$ cat src/rtl/lm_sm_sequencer.sv
// LM/SM sequencer: passes ordinary instructions through one register stage
// and expands load-multiple / store-multiple into one LW/SW micro-op per
// selected register, lowest register index first.
module lm_sm_sequencer (
    input  logic        clock,
    input  logic        reset,
    input  logic        enable,
    input  logic        flush,
    input  logic        valid_in,
    input  logic [15:0] instr_in,
    input  logic [15:0] PC_in,
    input  logic [15:0] PC_plus1_in,
    output logic [15:0] instr_out,
    output logic [15:0] PC_out,
    output logic [15:0] PC_plus1_out,
    output logic        valid_out,
    output logic        uop_out,
    output logic        stall_out
);

    localparam logic [15:0] BUBBLE = 16'hF000;

    typedef enum logic {
        PASS   = 1'b0,
        EXPAND = 1'b1
    } state_t;

    state_t      state, state_nxt;
    logic [7:0]  mask, mask_nxt;
    logic [2:0]  offset, offset_nxt;
    logic [2:0]  ra_q, ra_nxt;
    logic [3:0]  opc_q, opc_nxt;
    logic [15:0] pc_q, pc_nxt;
    logic [15:0] pc1_q, pc1_nxt;
    logic [15:0] instr_nxt, pc_out_nxt, pc1_out_nxt;
    logic        valid_nxt, uop_nxt;

    logic        is_lmsm;
    logic [7:0]  src_mask;
    logic [7:0]  mask_cleared;
    logic [2:0]  low_k;

    // Index of the lowest set bit; 0 when the mask is empty (never used then).
    function automatic logic [2:0] lowest_bit(input logic [7:0] m);
        logic [2:0] k;
        k = 3'd0;
        for (int i = 7; i >= 0; i--) begin
            if (m[i]) k = 3'(i);
        end
        return k;
    endfunction

    // Micro-op word: LW for LM, SW for SM, RA always the base register.
    function automatic logic [15:0] make_uop(input logic [3:0] opc, input logic [2:0] rk,
                                             input logic [2:0] ra, input logic [2:0] off);
        logic [3:0] op;
        op = (opc == 4'b0111) ? 4'b0101 : 4'b0100;
        return {op, rk, ra, 3'b000, off};
    endfunction

    // The FSM state is visible to fetch directly: stall means "expanding".
    assign stall_out = (state == EXPAND);

    assign is_lmsm      = (instr_in[15:13] == 3'b011);
    assign src_mask     = (state == PASS) ? instr_in[7:0] : mask;
    assign low_k        = lowest_bit(src_mask);
    assign mask_cleared = src_mask & (src_mask - 8'd1);

    // Next-state and next-output decode for one enabled edge.
    always_comb begin
        state_nxt   = state;
        mask_nxt    = mask;
        offset_nxt  = offset;
        ra_nxt      = ra_q;
        opc_nxt     = opc_q;
        pc_nxt      = pc_q;
        pc1_nxt     = pc1_q;
        instr_nxt   = instr_out;
        pc_out_nxt  = PC_out;
        pc1_out_nxt = PC_plus1_out;
        valid_nxt   = valid_out;
        uop_nxt     = uop_out;

        if (state == EXPAND) begin
            // instr_in is ignored here; fetch is holding the next instruction.
            instr_nxt   = make_uop(opc_q, low_k, ra_q, offset);
            pc_out_nxt  = pc_q;
            pc1_out_nxt = pc1_q;
            valid_nxt   = 1'b1;
            uop_nxt     = 1'b1;
            mask_nxt    = mask_cleared;
            offset_nxt  = offset + 3'd1;
            state_nxt   = (mask_cleared != 8'd0) ? EXPAND : PASS;
        end else if (!valid_in || (is_lmsm && instr_in[7:0] == 8'd0)) begin
            // Empty slot, or an LM/SM that names no registers.
            instr_nxt = BUBBLE;
            valid_nxt = 1'b0;
            uop_nxt   = 1'b0;
        end else if (!is_lmsm) begin
            instr_nxt   = instr_in;
            pc_out_nxt  = PC_in;
            pc1_out_nxt = PC_plus1_in;
            valid_nxt   = 1'b1;
            uop_nxt     = 1'b0;
        end else begin
            // First micro-op leaves on the capture edge; the rest follow in EXPAND.
            instr_nxt   = make_uop(instr_in[15:12], low_k, instr_in[11:9], 3'd0);
            pc_out_nxt  = PC_in;
            pc1_out_nxt = PC_plus1_in;
            valid_nxt   = 1'b1;
            uop_nxt     = 1'b1;
            ra_nxt      = instr_in[11:9];
            opc_nxt     = instr_in[15:12];
            pc_nxt      = PC_in;
            pc1_nxt     = PC_plus1_in;
            mask_nxt    = mask_cleared;
            offset_nxt  = 3'd1;
            state_nxt   = (mask_cleared != 8'd0) ? EXPAND : PASS;
        end
    end

    // State register: reset beats flush, flush beats the enable freeze.
    always_ff @(posedge clock) begin
        if (reset) begin
            state        <= PASS;
            mask         <= 8'd0;
            offset       <= 3'd0;
            ra_q         <= 3'd0;
            opc_q        <= 4'd0;
            pc_q         <= 16'd0;
            pc1_q        <= 16'd0;
            instr_out    <= BUBBLE;
            PC_out       <= 16'd0;
            PC_plus1_out <= 16'd0;
            valid_out    <= 1'b0;
            uop_out      <= 1'b0;
        end else if (flush) begin
            state     <= PASS;
            mask      <= 8'd0;
            offset    <= 3'd0;
            instr_out <= BUBBLE;
            valid_out <= 1'b0;
            uop_out   <= 1'b0;
        end else if (enable) begin
            state        <= state_nxt;
            mask         <= mask_nxt;
            offset       <= offset_nxt;
            ra_q         <= ra_nxt;
            opc_q        <= opc_nxt;
            pc_q         <= pc_nxt;
            pc1_q        <= pc1_nxt;
            instr_out    <= instr_nxt;
            PC_out       <= pc_out_nxt;
            PC_plus1_out <= pc1_out_nxt;
            valid_out    <= valid_nxt;
            uop_out      <= uop_nxt;
        end
    end

endmodule

$ cat config.mk
export PLATFORM = sky130hd
export DESIGN_NAME = lm_sm_sequencer
export DESIGN_NICKNAME = d
export VERILOG_FILES = /design/src/rtl/lm_sm_sequencer.sv
export SDC_FILE = /design/constraint.sdc
export NUM_CORES = 1
export LEC_CHECK = 0
export CORE_ASPECT_RATIO = 2
export CORE_MARGIN = 3
export CORE_UTILIZATION = 50
export DETAILED_ROUTE_END_ITERATION = 8
export PLACE_DENSITY = 0.8
export RECOVER_POWER = 100
export SLEW_MARGIN = 30
export SYNTH_ARGS = -nofsm -noshare
export SYNTH_HDL_FRONTEND = slang
export SYNTH_SLANG_ARGS = --single-unit
$ cat constraint.sdc
create_clock -name clock -period 3.56 [get_ports clock]
set_clock_uncertainty 0.2 [all_clocks]
set_input_delay 0.712 -clock clock [delete_from_list [all_inputs] [get_ports clock]]
set_output_delay 0.712 -clock clock [all_outputs]
set_load 0.05 [all_outputs]
### Yosys cells after proc, flatten, opt, wreduce, memory -nomap -nowiden

Cells that the tools add are included.

* register bits after elaboration: 101
* bits of input ports: 53
* output and inout port bits: 51
* word-level logic and storage cells: 65

* add/subtract/negate cells: 2
* eq/ne operators: 4
* multiplexer cells: 33
* bitwise logic cells: 4
* reductions and logical operators: 10

Operators with widths (number)
* $mux W16: 7
* $mux W3: 11
* $mux W8: 4
* $mux W1: 11
* $and A8 B8 Y8: 1
* $eq A4 B3 Y1 const B: 2
* $logic_not A8 Y1: 1
* $reduce_bool A8 Y1: 1
* $sub A8 B1 Y8 const B: 1
* $reduce_and A3 Y1: 2
* $reduce_and A5 Y1: 1
* $add A3 B1 Y3 const B: 1
* $eq A3 B2 Y1 const B: 1
* $not A1 Y1: 3
* $ne A2 B2 Y1 const B: 1
* $reduce_bool A2 Y1: 1
* $reduce_or A2 Y1: 1
* $logic_and A1 B1 Y1: 1
* $logic_not A1 Y1: 1
* $logic_or A1 B1 Y1: 1

### Longest topological paths before layout

Gate-level depths: netlist of run 1.

* word-level depth: 12
* gate-level depth with buffers: 8
* mapped depth without buffers: 5

### Worst setup path after synthesis of run 1

No wires, ideal clock.

* path type: register to register
* from: register state (netlist: stall_out)
* to: register state (netlist: stall_out)
* arrival: 1904 ps
* data required time: 3238 ps
* slack: 1334 ps
* cell stages (with the launch flop): 7
* path buffers: 1
* period minus slack after synthesis: 2226 ps
* path through: dfxtp_1 buf_4 or3b_1 a22oi_2 nand2_1 a221oi_2 nor3_1

* cells in the longest elaborated chain, start to end: 8

RTL lines
* from (decl): line 28 `state_t state, state_nxt;`
* from (signal assigned): line 145 `state <= state_nxt;`
* $mux W8: line 65 `assign src_mask = (state == PASS) ? instr_in[7:0] : mask;`
* $sub A8 B1 Y8: line 67 `assign mask_cleared = src_mask & (src_mask - 8'd1);`
* $and A8 B8 Y8: line 67
* $reduce_bool A8 Y1: line 93, 118
* $mux W1: line 93, 118
* $mux W1: line 99 `end else if (!is_lmsm) begin`
* $mux W1: line 94 `end else if (!valid_in || (is_lmsm && instr_in[7:0] == 8'd0)) begin`
* $mux W1 (*): line 84 `if (state == EXPAND) begin`

Mark *: on every way between the ends. The rest lies on a longest branch, timed or not.
A chain may end at the register's enable or synchronous reset.

### Worst setup path after layout of run 1

* from: input instr_in[5]
* to: register opc_q[3]

* cells in the longest elaborated chain, start to end: 5

RTL lines
* from (decl): line 10 `input logic [15:0] instr_in,`
* $logic_not A8 Y1: line 94
* $logic_and A1 B1 Y1: line 94
* $logic_or A1 B1 Y1: line 94
* $not A1 Y1 (no source line)
* $reduce_and A5 Y1 (no source line)
* to (signal assigned): line 149 `opc_q <= opc_nxt;`
* to (decl): line 32 `logic [3:0] opc_q, opc_nxt;`

No other way between the ends.

==> results.txt, run 1 <==
The flow ran to the end, and the final reports show no timing, DRC or antenna violations. Counting every net in the synthesized netlist gives 570. The setup-violating endpoint count in the final report came out at 0. In this run the power density over the cells is between 400 and 500 nW/um^2. The final total negative setup slack came out at 0 ns.

Entering global routing, the biggest net connects 65 pins. The number of buffers inserted by post-CTS setup repair came out at 0. The worst setup path is launched from an input port.

The via count of the first global-routing pass is 4041. For this run, the leading register cell type out of synthesis is sky130_fd_sc_hd__dfxtp_1. STA classifies the critical path endpoint as a register. OpenSTA, run right after detailed placement, puts the worst setup slack at slightly below 0.6 ns. In the final design database the tool counted about 660 nets. Data on the critical path arrives at its endpoint at between 3 and 4 ns. The post-synthesis cell area is about 4600 sq um. The worst setup path is of the input port to register kind. The number of I/O port buffers came out at approximately 100.

The area of the die is 10400 sq um. The average instance area after synthesis is between 8 and 9 sq um. The unique cell type count in the Yosys netlist came out at 53.

The number of clock sinks is 100. The total half-perimeter wirelength after legalization and detailed placement came out at around 8.4 mm. The maximum vdd drop came out at approximately 0.34 mV. The tree is rooted in a sky130_fd_sc_hd__clkbuf_16. The startpoint identified for the worst hold timing path is pc1_q[13]$_SDFFE_PP0P_.

The boundary pin count is around 100. The area growth from synthesis to layout is 27.1%. The share of the yosys chip area belonging to registers came out at between 40% and 50%. The critical path starts at instr_in[5]. The shortest clock period the worst path allows after layout is a little under 3 ns. The setup slack of the critical path after layout came out at between 0.5 and 0.6 ns.

Yosys mapped a number of flops with a built-in enable equal to 0. The DRC violation count after routing came out at 0. The longest clock path from root to sink contains 2 buffers. The async set-or-reset flop fraction in the synthesized netlist is 0%.

The congestion estimate from routability-driven global placement came to roughly 0.90. Before antenna repair, the detailed router went through 4 iterations. The worst register-to-register path begins at stall_out$_SDFFE_PP0P_. The final number of hold-violating endpoints came out at 0.

The largest fanout on the critical path is 39. The detailed-route wire length came out at between 10 and 15 mm. The routed wire length per instance is approximately 17 microns. The core region is roughly 8800 sq um. The number of rows in the core area came out at 48.

The cell count after synthesis came out at a little over 500. The core utilization of the finished layout came out at 66.1%. Clock-pin slew was measured on the worst setup and hold paths at 0.07 ns. TritonCTS built the clock tree. The die is 73.5 microns wide.

The slew at the pin closest to its max-slew limit came out at 0.852 ns. The count of cells resized by post-cts repair came out at 0. The type of the tightest min-delay check is register to register. The die height is ~140 microns. The worst slew margin relative to its limit is between 40 and 50%. The sum of overflow across all layers after global routing came out at 0. The share of layout cells above drive strength 1 is 8.70%. The first-iteration detailed-routing DRC count is between 200 and 300. The initial antenna violation count came out at 0. The total count of max-transition violations in the final report came out at 0. The number of synthesized register bits is 100. The repair_antennas step left the layout with diodes totalling 0. After detailed routing, the number of vias per cell comes to about 5.7. The total of warnings raised by yosys is 0. The reported max-cap violation count came out at 0.

The number of buffers inserted during clock tree synthesis came out at 9. The required time at the worst-slack endpoint is 3.60 ns. Setup repair after global routing left no endpoint under its margin. At the later pin of the worst-skew pair, clock insertion delay measures 0.34 ns. Summed over all cells, the static leakage comes to slightly above 0.002 uW. The overall fraction of global-route tracks in use is 23.5%. The first-pass GRT wire length came out at 19.3 mm. The remaining antenna violation count after routing came out at 0. Once the floorplan was initialized, standard cells occupied approximately half of the core.

The total vias in the final route came out at approximately 4.0k. Derived from the worst setup path, the maximum achievable clock frequency is between 300 and 400 MHz. CTS built an H-tree with a depth of 3. Buffers inserted to repair hold after CTS numbered 0. The final critical path takes up 83.8% of the cycle.
[final timing paths]
| check | endpoint | slack (ns) | cells past startpoint |
|---|---|---|---|
| worst max register to register | opc_q[3]$_SDFFE_PP0P_ | 0.98 | 6 |
| worst min register to register | pc1_q[13]$_SDFFE_PP0P_ | 0.26 | 2 |
| worst max-delay path | opc_q[3]$_SDFFE_PP0P_ | 0.58 | 6 |
| worst min-delay path | pc1_q[13]$_SDFFE_PP0P_ | 0.26 | 2 |
[cells in the mapped netlist, drive strengths merged (3+ instances only)]
library cell | instances | share of area (%)
clkbuf | 17 | 1.4
a21o | 3 | 0.49
nor4 | 3 | 0.88
nand3 | 10 | 1.2
nand2 | 96 | 8.0
buf | 20 | 3.1
dfxtp | 100 | 44
nor2 | 56 | 4.7
a31oi | 6 | 0.82
nor3 | 3 | 0.33
nor2b | 7 | 0.96
o21ai | 12 | 1.3
a22oi | 6 | 1.1
a21oi | 55 | 6.3
nand2b | 8 | 1.1
mux2i | 35 | 7.7
inv | 4 | 0.33
or3 | 6 | 0.82
nand3b | 6 | 0.99
a211oi | 38 | 9.3
[flip-flops by register name, summed over array words and instances, names as in the netlist]
| name | flops |
|---|---|
| pc_q | 16 |
| valid_out | 1 |
| stall_out | 1 |
| pc1_q | 16 |
| PC_plus1_out | 16 |
| uop_out | 1 |
| instr_out | 16 |
| offset | 3 |
| ra_q | 3 |
| opc_q | 4 |
| PC_out | 16 |
| mask | 7 |
[report_power, final]
group	internal [uW]	switching, uW	total [uW]
logic	137	219	356
registers	1150	15.5	1160
clock network	564	423	987
[per-layer routing]
layer	up-vias	GRT usage, %	part of all wire, %
li1	1984	-	-
met1	1914	25.6	37
met2	119	41.9	55
met3	30	5.78	5.1
met4	0	9.26	2.7
met5	-	0	0
[cell families after synthesis]
kind of cell	count (synthesis)	synth area share [%]
flops	100	43.9
compound gates	134	22.5
mux	37	8.18
buf+inv	41	4.83
simple gates	203	20.2
fa+ha+maj	1	0.275
[area by class of cell]
class / count / area [sq um]
well taps: 100 / 125
inverters: 4 / 15.0
flip-flops and latches: 100 / 2000
repair buffers: 114 / 1120
clock inverters: 6 / 62.6
multi-input cells: 375 / 2230
fillers: 761 / 2980
clock buffers: 10 / 239
[through the flow]
step	hold slack (ns)	cells	instance area, sq um	total power [uW]
detailed placement	0.246	693	5600	1570
floorplan	0.236	516	4560	1410
global route	0.275	709	5790	2600
finish	0.255	709	5790	2510
global placement	0.241	693	5600	1560
CTS	0.256	709	5900	2550
[cells in the final DEF (no fill, tap or decap), types with 2 or more instances in the layout]
| cell | instances |
|---|---|
| sky130_fd_sc_hd__a21oi_1 | 55 |
| sky130_fd_sc_hd__nor2_1 | 56 |
| sky130_fd_sc_hd__dfxtp_1 | 99 |
| sky130_fd_sc_hd__a211oi_2 | 14 |
| sky130_fd_sc_hd__clkdlybuf4s50_1 | 48 |
| sky130_fd_sc_hd__nor2b_1 | 7 |
| sky130_fd_sc_hd__buf_4 | 9 |
| sky130_fd_sc_hd__nor3b_1 | 2 |
| sky130_fd_sc_hd__nor3_1 | 3 |
| sky130_fd_sc_hd__clkbuf_16 | 9 |
| sky130_fd_sc_hd__nand2b_1 | 8 |
| sky130_fd_sc_hd__inv_1 | 3 |
| sky130_fd_sc_hd__nand3_1 | 9 |
| sky130_fd_sc_hd__o21ai_0 | 12 |
| sky130_fd_sc_hd__a211oi_1 | 24 |
| sky130_fd_sc_hd__o31ai_1 | 2 |
| sky130_fd_sc_hd__dlygate4sd3_1 | 54 |
| sky130_fd_sc_hd__a21o_1 | 3 |
| sky130_fd_sc_hd__a31oi_1 | 6 |
| sky130_fd_sc_hd__nand2_1 | 95 |
| sky130_fd_sc_hd__nor4_1 | 2 |
| sky130_fd_sc_hd__mux2i_1 | 35 |
| sky130_fd_sc_hd__mux2_2 | 2 |
| sky130_fd_sc_hd__a22oi_1 | 6 |
| sky130_fd_sc_hd__nand3b_1 | 6 |
| sky130_fd_sc_hd__clkinv_2 | 3 |
| sky130_fd_sc_hd__or3_1 | 6 |
[critical path, cell delays in order]
cell and delay (ns):
sky130_fd_sc_hd__clkdlybuf4s50_1 0.49, sky130_fd_sc_hd__nor4_1 0.49, sky130_fd_sc_hd__nand2_2 0.22, sky130_fd_sc_hd__and3_1 0.24, sky130_fd_sc_hd__clkbuf_2 0.49, sky130_fd_sc_hd__nor3b_1 0.38
Note: power is estimated with default switching activity, not from simulation.
==> run 2, diff against run 1 <==
- CORE_UTILIZATION: 50 -> 45
- PLACE_DENSITY: 0.8 -> 0.76
- clock period: 3.56 -> 2.44 ns (I/O delays scaled with it)
==> run 2 against run 1 <==
Total power is 50% higher. Combinational power is 60% higher. Register-to-register slack worse by 0.61 ns. Sequential share of layout area is 2.4 points lower. Critical path depth is 2 higher. Final cell count is 10% higher. Hold slack worse by 0.027 ns. Setup slack worse by 0.44 ns. Non-clock buffer count is 40 higher. First-iteration DRC count is 13% lower. Die area is 10% higher.
==> results.txt, run 2 (synthesized netlist as in run 1, its figures left out) <==
The hold buffer count at CTS came out at 0. The smallest clock period supported by the final layout is computed as roughly 2.3 ns. The die covers around 11000 sq um. In this run the remaining antenna-violating nets after routing total 0. The worst slew margin relative to its limit came out at 62.8%. Routability-driven placement finished with a final weighted congestion of 0.883. The reported max-cap violation count came out at 0.

The internal portion of total power is about 2700 uW. The clock slew seen by the registers of the worst setup and hold paths is 0.07 ns. The final total negative setup slack is 0 ns.

The number of I/O port buffers is 103. 0 antenna diodes ended up in the layout. The largest buffer count on any clock path came out at 2.

TritonCTS built the clock tree. The sort of element at the start of the critical path is an input port. After legalization and detailed placement, the total HPWL measured roughly 9.6 mm. In this run the post-CTS setup repair buffer count came out at 0. The maximum clock rate came out at about 430 MHz. The number of clock sinks came out at 100. After the last flow step, the layout net total stands at between 600 and 700. Clock tree synthesis inserted a total of 9 buffers. The flow ran to the end, and the final reports show no timing, DRC or antenna violations. The sum of overflow across all layers after global routing is 0.

The count of cells resized by post-cts repair is 0. The count of filler cells inserted in the layout came out at around 900. The critical path is of the input port to register type. The routed wire length per instance came out at roughly 16 microns. The largest fanout on the critical path is 39. The pin count of the biggest net entering global routing is between 40 and 50.

Setup repair after global routing left no endpoint under its margin. The data arrival time at the worst-slack endpoint is 2.37 ns. The clock insertion delay at the later pin of the skew report is around 0.35 ns. The ratio of total power to cell area is ~600 nW/um^2.

The overall power consumption came out at between 3000 and 4000 uW. The share of layout cells above drive strength 1 came out at 14.5%. The first-pass GRT wire length is 20.8 mm. The core footprint came out at 9830 sq um. Across the VDD grid, the largest voltage drop is 0.511 mV.

The kind of end point of the critical path is a register. The area of combinational cells with multiple inputs is ~2300 sq um. The area growth from synthesis to layout came out at 36.4%. The overall fraction of global-route tracks in use is 22.8%.

The path class of the tightest hold or removal check is input port to register. Data on the critical path is required at its endpoint by roughly 2.5 ns. The net switching power figure came out at between 1000 and 1500 uW. Leaving out fill and tap cells, the most frequent cell in the layout is sky130_fd_sc_hd__dfxtp_1.

The clock tree root buffer cell is sky130_fd_sc_hd__clkbuf_16. For this block, the via count after detailed routing is ~4.2k. The horizontal die dimension is approximately 77 microns. The slew at the pin closest to its max-slew limit is approximately 0.56 ns. Of the total power, the share spent switching nets is ~27%. Leaving out fill and tap cells, the most frequent cells in the layout are sky130_fd_sc_hd__dfxtp_1 (99), sky130_fd_sc_hd__nand2_1 (95), sky130_fd_sc_hd__nor2_1 (55), sky130_fd_sc_hd__a21oi_1 (54), sky130_fd_sc_hd__dlygate4sd3_1 (52). The via count of the first global-routing pass came to about 4.3k. The part of the power in the clock network came out at between 30% and 40%.

The H-tree depth came out at 3. The total count of max-transition violations in the final report came to 0. The initial antenna violation count is 0. After floorplanning, the core was divided into 51 placement rows.

The first-iteration detailed-routing DRC count is between 200 and 250. Pin placement for this block handled between 100 and 150 I/O pins. The setup-violating endpoint count in the final report came out at 0. The share of the clock period used by the worst path after layout came out at around 94%. The mean number of vias per cell is about 5.4.

The part of the power in combinational logic came out at ~15%. The die height is ~150 microns. The effective utilization at floorplan came out at 46.4%. The sequential cell area in the final layout is between 2000 and 2500 sq um. The leakage component of the power came out at around 0.0022 uW. The final number of hold-violating endpoints came out at 0.

The share of power burned in registers came out at a little under half. The DRC violation count after routing came out at 0. The detailed-route wire length came out at between 10 and 15 mm.

The first-pass detailed-route iteration total is 4.
-- run 2: cell types whose count changed in the layout (fill, tap and decap cells not counted), moves of 2 or more --
| cell | delta |
|---|---|
| sky130_fd_sc_hd__buf_4 | +29 |
| sky130_fd_sc_hd__clkbuf_1 | +6 |
| sky130_fd_sc_hd__buf_12 | +5 |
| sky130_fd_sc_hd__clkinv_2 | -3 |
| sky130_fd_sc_hd__inv_6 | +3 |
| sky130_fd_sc_hd__a211oi_1 | -2 |
| sky130_fd_sc_hd__a211oi_2 | +2 |
| sky130_fd_sc_hd__clkinvlp_4 | +2 |
| sky130_fd_sc_hd__dlygate4sd3_1 | -2 |
-- run 2: final timing paths --
path                                  to              startpoint  slack (ns)  cells after the start
hold / removal      ra_q[0]$_SDFFE_PP0P_                   reset        0.23                      2
setup reg to reg  stall_out$_SDFFE_PP0P_  stall_out$_SDFFE_PP0P_        0.37                      6
setup / recovery   pc1_q[9]$_SDFFE_PP0P_            instr_in[15]        0.14                      8
hold reg to reg   pc1_q[14]$_SDFFE_PP0P_  pc1_q[14]$_SDFFE_PP0P_        0.26                      2
-- run 2: area by class of cell --
cell class                 count  share of cell area [%]
multi-input combinational    375                    36.5
clock inverter                 7                    1.29
sequential                   100                    32.2
inverter                       4                   0.242
clock buffer                   9                    3.62
timing repair buffer         154                    23.4
tap                          132                    2.66
-- run 2: per-stage QoR --
step / hold slack [ns] / instances / setup WS (ns) / utilization (%) / instance area, sq um
4_1_cts: 0.222 / 781 / 0.185 / 64.2 / 6300
3_5_place_dp: 0.248 / 765 / -0.165 / 61.1 / 6000
6_report: 0.228 / 781 / 0.139 / 63.2 / 6210
2_1_floorplan: 0.236 / 516 / 0.214 / - / 4560
3_3_place_gp: 0.241 / 765 / -0.0789 / 61.1 / 6000
5_1_grt: 0.249 / 781 / 0.0418 / 63.2 / 6210
-- run 2: critical path: stages --
cell and delay (ns):
sky130_fd_sc_hd__dlygate4sd3_1 0.57, sky130_fd_sc_hd__and3b_1 0.27, sky130_fd_sc_hd__buf_4 0.15, sky130_fd_sc_hd__clkbuf_1 0.19, sky130_fd_sc_hd__and3_1 0.26, sky130_fd_sc_hd__buf_12 0.22, sky130_fd_sc_hd__nand2_1 0.08, sky130_fd_sc_hd__a21oi_1 0.13
-- run 2: routing by layer --
metal / wire length [microns] / GRT usage [%] / up-vias / part of all wire, %
li1: - / - / 2072 / -
met1: 4680 / 22.8 / 1974 / 36
met2: 6960 / 42.7 / 124 / 54
met3: 533 / 4.67 / 37 / 4.2
met4: 667 / 13.5 / 0 / 5.2
met5: 0 / 0 / - / 0
-- run 2: power by group through the flow --
stage | clock network, uW | registers (uW) | logic (uW)
after floorplan | 0 | 1860 | 199
final | 1480 | 1700 | 571
after CTS | 1500 | 1700 | 601
after global routing | 1570 | 1700 | 610
after global placement | 0 | 1740 | 590
after detailed placement | 0 | 1740 | 598
==> run 3, diff against run 2 <==
- CORE_UTILIZATION: 45 -> 57
- DONT_BUFFER_PORTS: default -> 1
- MAX_ROUTING_LAYER: default -> met4
- PLACE_DENSITY: 0.76 -> 0.75
==> run 3 against run 2 <==
Fmax grew 4.4%. Global-route usage grew 1.8 points. Sequential power up 8%. Sequential cell count stayed put. Register-to-register slack got worse by 0.13 ns. Routed wire length shrank 15%. Non-clock buffer count shrank 145. Die area is 20% lower. Clock-buffer cell count grew 3. Critical endpoint is now mask[4]$_SDFFE_PP0P_.
==> results.txt, run 3 (synthesized netlist as in run 1, its figures left out) <==
The flow ran to the end, and the final reports show no timing, DRC or antenna violations. The leakage component of the power is between 0.0015 and 0.002 uW. The largest fanout on the critical path came out at 30. The H-tree depth came out at 3.

The total count of max-transition violations in the final report was 0. Setup repair after global routing left no endpoint under its margin. The final number of hold-violating endpoints is 0. In this run, the clock network consumes 43.5% of the power. Counting instances, the worst hold path has a depth of 1.

The horizontal die dimension is ~70 microns. STA puts the critical path data required time at around 2.5 ns. The number of nets in the layout is roughly 550. The initial antenna violation count came out at 0. The via count of the first global-routing pass is 3723. The final total negative setup slack is 0 ns. In the global route stage, met2 resource usage came out at between 40% and 50%. The sum of overflow across all layers after global routing came out at 0. The worst-case reg-to-reg path depth is 5. The antenna diode count came out at 0. The part of the power in combinational logic is under 10%. The initial utilization of the core area, before any placement, comes to 59.5%. Once detail routing completed, the nets flagged for antenna violations numbered 0. Entering global routing, the biggest net connects 74 pins. For hold timing, the worst endpoint is PC_plus1_out[0]$_SDFFE_PP0P_. Relative to the synthesized area, the layout overhead comes to 6.12%. The final non-filler cell total came out at between 500 and 600. The die height is around 130 microns. The count of cells resized by post-cts repair came out at 0.

The pre-antenna-repair detailed-routing pass consisted of 4 iterations. The number of buffers inserted during clock tree synthesis is 9. The clock passes through at most 2 buffers. In the global route stage, met1 resource usage came out at 25.1%. The routed wire length per instance is 18.4 microns. The sort of element at the start of the critical path is a register. The hold buffer count at CTS came out at 0.

STA classifies the critical path endpoint as a register. The critical path in this run is classified as register to register. The detailed-route wire length is 11.0 mm.

Across all register-to-register paths, the minimum setup slack is ~0.24 ns. The overall fraction of global-route tracks in use came out at 24.7%. The detailed router placed ~3.6k vias in this run. The clock slew seen by the registers of the worst setup and hold paths came out at about 0.070 ns. The tool flagged a number of max-cap violations equal to 0.

The overall power consumption is ~3600 uW. The ratio of total power to cell area came out at roughly 740 nW/um^2. The core region is between 7000 and 8000 sq um. The endpoint identified for the worst register-to-register timing path is mask[4]$_SDFFE_PP0P_. The slew at the pin closest to its max-slew limit came out at around 0.57 ns. The library cells used most frequently in the layout, excluding fill and tap cells, are sky130_fd_sc_hd__dfxtp_1 (99), sky130_fd_sc_hd__nand2_1 (95), sky130_fd_sc_hd__a21oi_1 (55), sky130_fd_sc_hd__nor2_1 (55), sky130_fd_sc_hd__mux2i_1 (35). The share of layout cells above drive strength 1 is approximately 11%. Leaving out fill and tap cells, the most frequent cell in the layout is sky130_fd_sc_hd__dfxtp_1. Clock latency on the worst-skew pair, taken at its later pin, is approximately 0.34 ns. The worst hold slack is between 0.02 and 0.025 ns. The number of I/O port buffers came out at 0. Routability-driven placement finished with a final weighted congestion of 0.920. The startpoint identified for the worst register-to-register timing path is stall_out$_SDFFE_PP0P_. The shortest clock period the worst path allows after layout came out at about 2.2 ns.

The number of clock sinks is 100. The internal portion of total power came out at 2740 uW. After routing the design area is slightly below 5000 sq um.

The share of the clock period used by the worst path after layout came out at between 90% and 100%. The type of the tightest min-delay check is input port to register. The maximum clock rate came out at roughly 450 MHz. The worst slew margin relative to its limit came out at between 60% and 70%. The number of rows in the core area came out at 45. met2 is the most crowded layer. In this run the power spent charging and discharging nets is about 850 uW. After the first detailed-routing iteration, the DRC count stood at a little over 200. The maximum vdd drop is ~0.53 mV. The clock tree root buffer cell is sky130_fd_sc_hd__clkbuf_16. In this run the most critical hold path is launched from reset. The data arrival time at the worst-slack endpoint came out at 2.28 ns. The first global-routing pass estimated approximately 18 mm of wire. Dividing the detail-routed via count by the number of cells gives 6.09. The number of buffers inserted by post-CTS setup repair came out at 0. The switching fraction of total power is a little under a quarter. The share of power burned in registers came out at about half. The met3 track demand over resource in global routing came out at 6.01%.

104 I/O pins were placed. TritonCTS built the clock tree. The instance area after placement came out at around 4600 sq um. The setup-violating endpoint count in the final report came out at 0. After detailed routing, the number of remaining DRC violations is 0. Once detailed placement completed, the half-perimeter wirelength came to approximately 7.6 mm. The area of the die is 9170 sq um. The instance count after placement with tap cells included came out at 582.
## run 3: worst max-delay path by stage
stage	from	to	cells past startpoint
2_1_floorplan	stall_out$_SDFFE_PP0P_	stall_out$_SDFFE_PP0P_	6
3_3_place_gp	instr_in[14]	PC_plus1_out[4]$_SDFFE_PP0P_	6
3_5_place_dp	instr_in[14]	PC_plus1_out[2]$_SDFFE_PP0P_	6
4_1_cts	stall_out$_SDFFE_PP0P_	stall_out$_SDFFE_PP0P_	6
5_1_grt	stall_out$_SDFFE_PP0P_	PC_out[14]$_SDFFE_PP0P_	5
6_report	stall_out$_SDFFE_PP0P_	mask[4]$_SDFFE_PP0P_	5
## run 3: power by group through the flow
| stage | logic (uW) | clock network (uW) | registers, uW |
|---|---|---|---|
| 2_1_floorplan | 199 | 0 | 1860 |
| 3_3_place_gp | 194 | 0 | 1870 |
| 3_5_place_dp | 202 | 0 | 1870 |
| 4_1_cts | 203 | 1590 | 1830 |
| 5_1_grt | 216 | 1640 | 1840 |
| 6_report | 193 | 1560 | 1830 |
## run 3: worst max-delay path, cell delays in order (launching register included)
cell and delay, ns:
sky130_fd_sc_hd__dfxtp_4 0.62, sky130_fd_sc_hd__and2_0 0.41, sky130_fd_sc_hd__a41oi_4 0.04, sky130_fd_sc_hd__clkbuf_2 0.29, sky130_fd_sc_hd__or3_1 0.43, sky130_fd_sc_hd__a21oi_1 0.15
## run 3: layout make-up
type	count	area, sq um
Clock buffer	12	267
Clock inverter	3	68.8
Sequential cell	100	2010
Tap cell	94	118
Multi-Input combinational cell	375	2270
Fill cell	686	2820
Inverter	4	15.0
Timing Repair Buffer	9	90.1
## run 3: through the flow
| step | utilization, % | worst slack, ns |
|---|---|---|
| after CTS | 64.0 | 0.267 |
| after floorplan | - | 0.214 |
| after global routing | 63.2 | 0.119 |
| after global placement | 59.6 | 0.346 |
| final | 63.2 | 0.236 |
| after detailed placement | 59.6 | 0.275 |
## run 3: layer usage
metal  vias up  wire [microns]
li1       1770               -
met4         0             537
met3        52             741
met1      1668            4020
met2       144            5650
met5         -               0
